## config.mk

```make
export PLATFORM = sky130hd
export DESIGN_NAME = pc_update
export DESIGN_NICKNAME = d
export VERILOG_FILES = /design/src/rtl/pc_update.sv
export SDC_FILE = /design/constraint.sdc
export NUM_CORES = 1
export LEC_CHECK = 0
export BUFFER_PORTS_ARGS = -buffer_cell sky130_fd_sc_hd__buf_2
export CAP_MARGIN = 20
export CORE_ASPECT_RATIO = 0.9
export CORE_UTILIZATION = 45
export DETAILED_ROUTE_END_ITERATION = 12
export PLACE_DENSITY = 0.76
export SLEW_MARGIN = 20
export SYNTH_ARGS = -nofsm -noshare
export SYNTH_HDL_FRONTEND = slang
export SYNTH_SLANG_ARGS = --single-unit
```

## constraint.sdc

```tcl
create_clock -name clk -period 3.95 [get_ports clk]
set_input_delay 0.5925 -clock clk [delete_from_list [all_inputs] [get_ports clk]]
set_output_delay 0.5925 -clock clk [all_outputs]
set_load 0.02 [all_outputs]
```

## src/rtl/pc_update.sv

```systemverilog
// pc_update: architectural PC register, next-PC adder and the fetch/execute handshake FSM.
// Define PC_MISALIGN_TRAP_EN to halt on a misaligned next PC instead of committing it.
module pc_update #(
  parameter logic [31:0] RESET_PC = 32'h8000_0000
) (
  input  logic        clk,
  input  logic        rst,
  input  logic        PCAsrc,
  input  logic        PCBsrc,
  input  logic [31:0] imm,
  input  logic [31:0] rs1,
  output logic        ifu_req_valid,
  input  logic        ifu_req_ready,
  output logic [31:0] ifu_addr,
  input  logic        ifu_resp_valid,
  output logic        inst_valid,
  input  logic        exu_done,
  output logic [31:0] pc,
  output logic [31:0] dnpc,
  output logic [63:0] instret
`ifdef PC_MISALIGN_TRAP_EN
  ,
  output logic        misalign
`endif
);

  localparam logic [2:0] S_IDLE = 3'd0;
  localparam logic [2:0] S_REQ  = 3'd1;
  localparam logic [2:0] S_WAIT = 3'd2;
  localparam logic [2:0] S_EXEC = 3'd3;
`ifdef PC_MISALIGN_TRAP_EN
  localparam logic [2:0] S_HALT = 3'd4;
`endif

  logic [2:0]  state_q;
  logic [2:0]  state_d;
  logic [31:0] pc_q;
  logic [63:0] instret_q;
  logic [31:0] add_a;
  logic [31:0] add_b;
  logic [31:0] sum;
  logic        exec_done;
  logic        commit;
`ifdef PC_MISALIGN_TRAP_EN
  logic        trap;
  logic        misalign_q;
`endif

  assign add_a = PCAsrc ? imm : 32'd4;
  assign add_b = PCBsrc ? rs1 : pc_q;
  assign sum   = add_a + add_b;
  // JALR targets always have bit 0 cleared
  assign dnpc  = PCBsrc ? {sum[31:1], 1'b0} : sum;

  assign exec_done = (state_q == S_EXEC) && exu_done;
`ifdef PC_MISALIGN_TRAP_EN
  assign trap     = exec_done && (dnpc[1:0] != 2'b00);
  assign commit   = exec_done && !trap;
  assign misalign = misalign_q;
`else
  assign commit   = exec_done;
`endif

  assign ifu_req_valid = (state_q == S_REQ);
  assign inst_valid    = (state_q == S_EXEC);
  assign ifu_addr      = pc_q;
  assign pc            = pc_q;
  assign instret       = instret_q;

  always_comb begin
    state_d = state_q;
    case (state_q)
      S_IDLE: state_d = S_REQ;
      S_REQ:  if (ifu_req_ready) state_d = S_WAIT;
      S_WAIT: if (ifu_resp_valid) state_d = S_EXEC;
      S_EXEC: begin
        if (exu_done) begin
`ifdef PC_MISALIGN_TRAP_EN
          state_d = trap ? S_HALT : S_REQ;
`else
          state_d = S_REQ;
`endif
        end
      end
`ifdef PC_MISALIGN_TRAP_EN
      S_HALT: state_d = S_HALT;
`endif
      default: state_d = S_IDLE;
    endcase
  end

  always_ff @(posedge clk) begin
    if (rst) begin
      state_q   <= S_IDLE;
      pc_q      <= RESET_PC;
      instret_q <= 64'd0;
`ifdef PC_MISALIGN_TRAP_EN
      misalign_q <= 1'b0;
`endif
    end else begin
      state_q <= state_d;
      if (commit) begin
        pc_q      <= dnpc;
        instret_q <= instret_q + 64'd1;
      end
`ifdef PC_MISALIGN_TRAP_EN
      if (trap) misalign_q <= 1'b1;
`endif
    end
  end

endmodule
```

* Yosys cells after proc, flatten, opt, wreduce, memory -nomap -nowiden
Cells that the tools add are included.
Word-level totals: output and inout bits 162, bits of input ports 71, word-level logic and storage cells 21, register bits after elaboration 99
Operators by class: mux-type cells 7, add/subtract/negate cells 2, reductions and logical operators 3, eq/ne operators 6
Operators with widths (number):
- $add 64x1->64 const B | 1
- $mux 32 | 2
- $add 32x32->32 | 1
- $pmux 3 s4 | 1
- $mux 3 | 3
- $eq 3x2->1 const B | 2
- $ne 2x1->1 const B | 2
- $eq 3x1->1 const B | 1
- $logic_not 3->1 | 1
- $reduce_and 3->1 | 1
- $ne 2x2->1 const B | 1
- $logic_and 1x1->1 | 1
- $mux 1 | 1

* Logic depth before layout (Yosys ltp)
word-level depth 3, mapped depth 13, mapped depth without buffers 11

* Worst setup path after synthesis
Ideal clock, no wire load.
path kind in2out, start input port PCBsrc, end output port dnpc[31], data arrival time 3894 ps, data required time 3357 ps, path buffers 3, stages on the path 12, path slack -537 ps, cell sequence clkbuf_1 clkbuf_1 mux2_2 ha_1 buf_6 a211o_1 and3_1 or4b_4 o21ai_4 o2111ai_1 a221oi_2 xor2_1
On the way: longest elaborated chain between the ends 2
RTL lines:
- from (decl) | line 9 | input logic PCBsrc,
- $mux 32 | line 50 | assign add_b = PCBsrc ? rs1 : pc_q;
- $add 32x32->32 | line 51 | assign sum = add_a + add_b;
- to (decl) | line 19 | output logic [31:0] dnpc,
No other way between the ends.

* Worst setup path after layout
start input port PCBsrc, end output port dnpc[21]
The elaborated chain is that of the path after synthesis.

==> metrics.md <==
| Metric | Value |
|---|---|
| Ys Warns | `0` |
| Reg2Reg Depth | `20` |
| H-tree depth | `3` |
| Core Area | `0.0141 mm2` |
| DRT iter0 DRCs | `388` |
| CTS tree | `done` |
| Clock transition at path regs | `approximately 70 ps` |
| Hold slack | `477 ps` |
| Unique masters post-synth | `62` |
| Period utilization | `101%` |
| Max-cap violations | `0` |
| Area grow syn2layout | `41.1%` |
| Slew @ Worst Pin | `730 ps` |
| Cell Area, Synth | `0.00654 mm2` |
| Setup-failing EPs final | `2` |
| Worst setup path end | `dnpc[21]` |
| Initial Utilization | `46.3%` |
| Finished Cell Area | `0.00922 mm2` |
| Post-DP HPWL | `14.3 mm` |
| Post-Syn Instances | `809` |
| Die Span Y | `about 120 um` |
| Maximum vdd drop | `~0.27 mV` |
| Total grt overflow | `0` |
| Worst flop-to-flop path endpoint | `ifu_addr[25]$_SDFFE_PP0P_` |
| Clock skew | `about 9.2 ps` |
| Die area | `0.0150 mm2` |
| Root Driver | `clkbuf_16` |
| Failing checks | `setup timing` |
| Area leader, netlist | `dfxtp_1` |
| Detail Route Antenna Nets | `0` |
| Largest net degree at the start of global routing | `59` |
| Dpl cells | `between 1000 and 1500` |
| Fin worst setup slack | `-59.1 ps` |
| Top-count cell post-synth | `nand2_1` |
| Initial DRT Pass Iterations | `5` |
| Reg-to-reg setup timing slack | `around 380 ps` |
| Clock Latency Late Sink | `350 ps` |
| Final layout net count | `1204` |
| FILL cells | `around 1200` |
| Sequential area share after synthesis | `30.0%` |
| Max FO, Critical Path | `6` |
| LEAKAGE | `approximately 4.4 nW` |
| Synth top cells by count | `nand2_1 (100), dfxtp_1 (98), nor2_1 (78)` |
| Synth area leaders | `dfxtp_1 (30%), xor2_1 (7.1%), ha_1 (6.9%)` |
| WP data arrival | `about 3400 ps` |
| Top_reg_cell synth | `dfxtp_1` |
| Net count after synthesis | `917` |
| Clk sinks | `98` |
| Routability cong. | `0.869` |
| Crit path kind | `in -> out` |
| Global-route wire length before repair | `30.8 mm` |
| Chip width | `129 um` |
| Setup WS pre-CTS | `-204 ps` |
| Vias per inst | `roughly 5.3` |
| Hold violation count in the final report | `0` |
| Diodes inserted | `0` |
| Gr usage total | `25.9%` |
| FF-to-FF Start | `ifu_addr[4]$_SDFFE_PP0P_` |
| Crit end category | `output pin` |
| CTS Buffer Depth | `2` |
| Tot Pwr | `between 2 and 3 mW` |
| Row count | `41` |
| Hold_buf cts | `0` |
| RSZ-0062 raised after global routing | `yes` |
| Syn_area_per_cell | `8.08 um2` |
| Crit start category | `input port` |
| Share of layout cells above drive strength 1 | `40.9%` |
| Max Clock Freq | `249 MHz` |
| Utilization after layout | `65.4%` |
| Setup crit start | `PCBsrc` |
| Hold crit path type | `reg -> reg` |
| CTS buffer count | `9` |
| Post-synth ARST share | `0%` |
| Ports | `approximately 230` |
| Share of the synthesized area in the top cell type | `30.0%` |
| WL per Instance | `around 15 um` |
| PwrDens | `between 300 and 400 mW/mm2` |
| Vias in the first global route | `6317` |
| Final Max Slew Viols | `0` |
| I/O Buffers | `232` |
| Relative slew margins | `between 50% and 60%` |
| Initial antenna violation count | `0` |
| Synth Register Bits | `98` |
| Setup TNS | `-87.0 ps` |
| DRC viols | `0` |
| Period minus WS final | `4010 ps` |
| Worst Path Required | `3360 ps` |
| Status | `finished, violations left` |
| Finished Layout Cells | `1294` |
| Placed cell areas | `0.00832 mm2` |
| Final wirelength | `19.8 mm` |
| EDFF count, synth | `0` |
| Vias | `6902` |
==> worst min path at each step <==
stage               cells past startpoint                         to                      start  slack (ps)
detailed placement                      2  ifu_addr[14]$_SDFFE_PP0P_  ifu_addr[14]$_SDFFE_PP0P_         470
global placement                        2   ifu_addr[3]$_SDFFE_PP0P_   ifu_addr[3]$_SDFFE_PP0P_         470
CTS                                     2  ifu_addr[14]$_SDFFE_PP0P_  ifu_addr[14]$_SDFFE_PP0P_         480
finish                                  2  ifu_addr[14]$_SDFFE_PP0P_  ifu_addr[14]$_SDFFE_PP0P_         480
floorplan                               2    state_q[1]$_SDFFE_PP0P_    state_q[1]$_SDFFE_PP0P_         510
global route                            2  ifu_addr[14]$_SDFFE_PP0P_  ifu_addr[14]$_SDFFE_PP0P_         510
==> cell type report <==
type,count,area (um2),share of cell area (%)
clock buffers,11,233,2.52
multi-input cells,622,4530,49.1
clock inverters,5,60.1,0.651
repair buffers,344,2120,23.0
well taps,193,241,2.62
flip-flops and latches,98,1960,21.3
inverters,21,78.8,0.855
==> registers in the layout, summed over array words and instances, names as in the netlist <==
| register | flops |
|---|---|
| instret | 64 |
| ifu_addr | 32 |
| state_q | 2 |
==> metal layers <==
| layer | wire length [um] | global-route usage, % |
|---|---|---|
| met3 | 1330 | 5.13 |
| met4 | 450 | 8.16 |
| met1 | 8750 | 33.1 |
| met5 | 0 | 0 |
| met2 | 9300 | 43.9 |
==> worst max-delay path, cell delays in order <==
cell,delay [ps]
buf_12,120
buf_8,140
mux2_4,310
ha_4,160
a211o_1,250
and3_1,150
or4b_4,530
o21ai_4,250
buf_6,160
buf_6,100
o211ai_1,90
a21oi_1,190
xnor2_1,170
buf_4,190
==> placed cells by master, fill, tap and decap left out, types with 13 or more instances in the layout <==
cell type / instances
nand3_1: 27
and2_1: 34
mux2_2: 24
a21oi_1: 52
xor2_1: 49
xnor2_1: 26
buf_2: 219
o21ai_0: 21
dfxtp_1: 98
nand4_1: 19
and3_1: 13
nor2_1: 78
ha_1: 26
inv_1: 20
nand2_1: 97
a21o_1: 15
buf_4: 109
==> cell families (layout without fill, tap and decap cells) <==
group,after synthesis,in the layout,synth area share [%]
buffers and inverters,89,381,7.31
AND/OR/NAND/NOR,321,321,23.7
flip-flops,98,98,30.0
AO/OA/AOI/OAI,148,148,15.0
adder cells (fa/ha/maj),37,37,7.20
multiplexers,32,32,5.49
XOR/XNOR,84,84,11.3
==> where the power goes <==
part	total, mW	internal (mW)	leakage, nW	switching (mW)
Clock	0.900	0.496	0.141	0.404
Combinational	1.03	0.454	3.45	0.576
Sequential	1.06	1.02	0.790	0.0362
Total	2.99	1.97	4.38	1.02
==> timing repair <==
action,CTS,global route
pin swaps,22,32
buffers inserted,16,8
cloned,0,0
resized for setup,43,48
endpoints found under the setup margin,15,19
No activity file was read; power rests on OpenSTA's default activity.
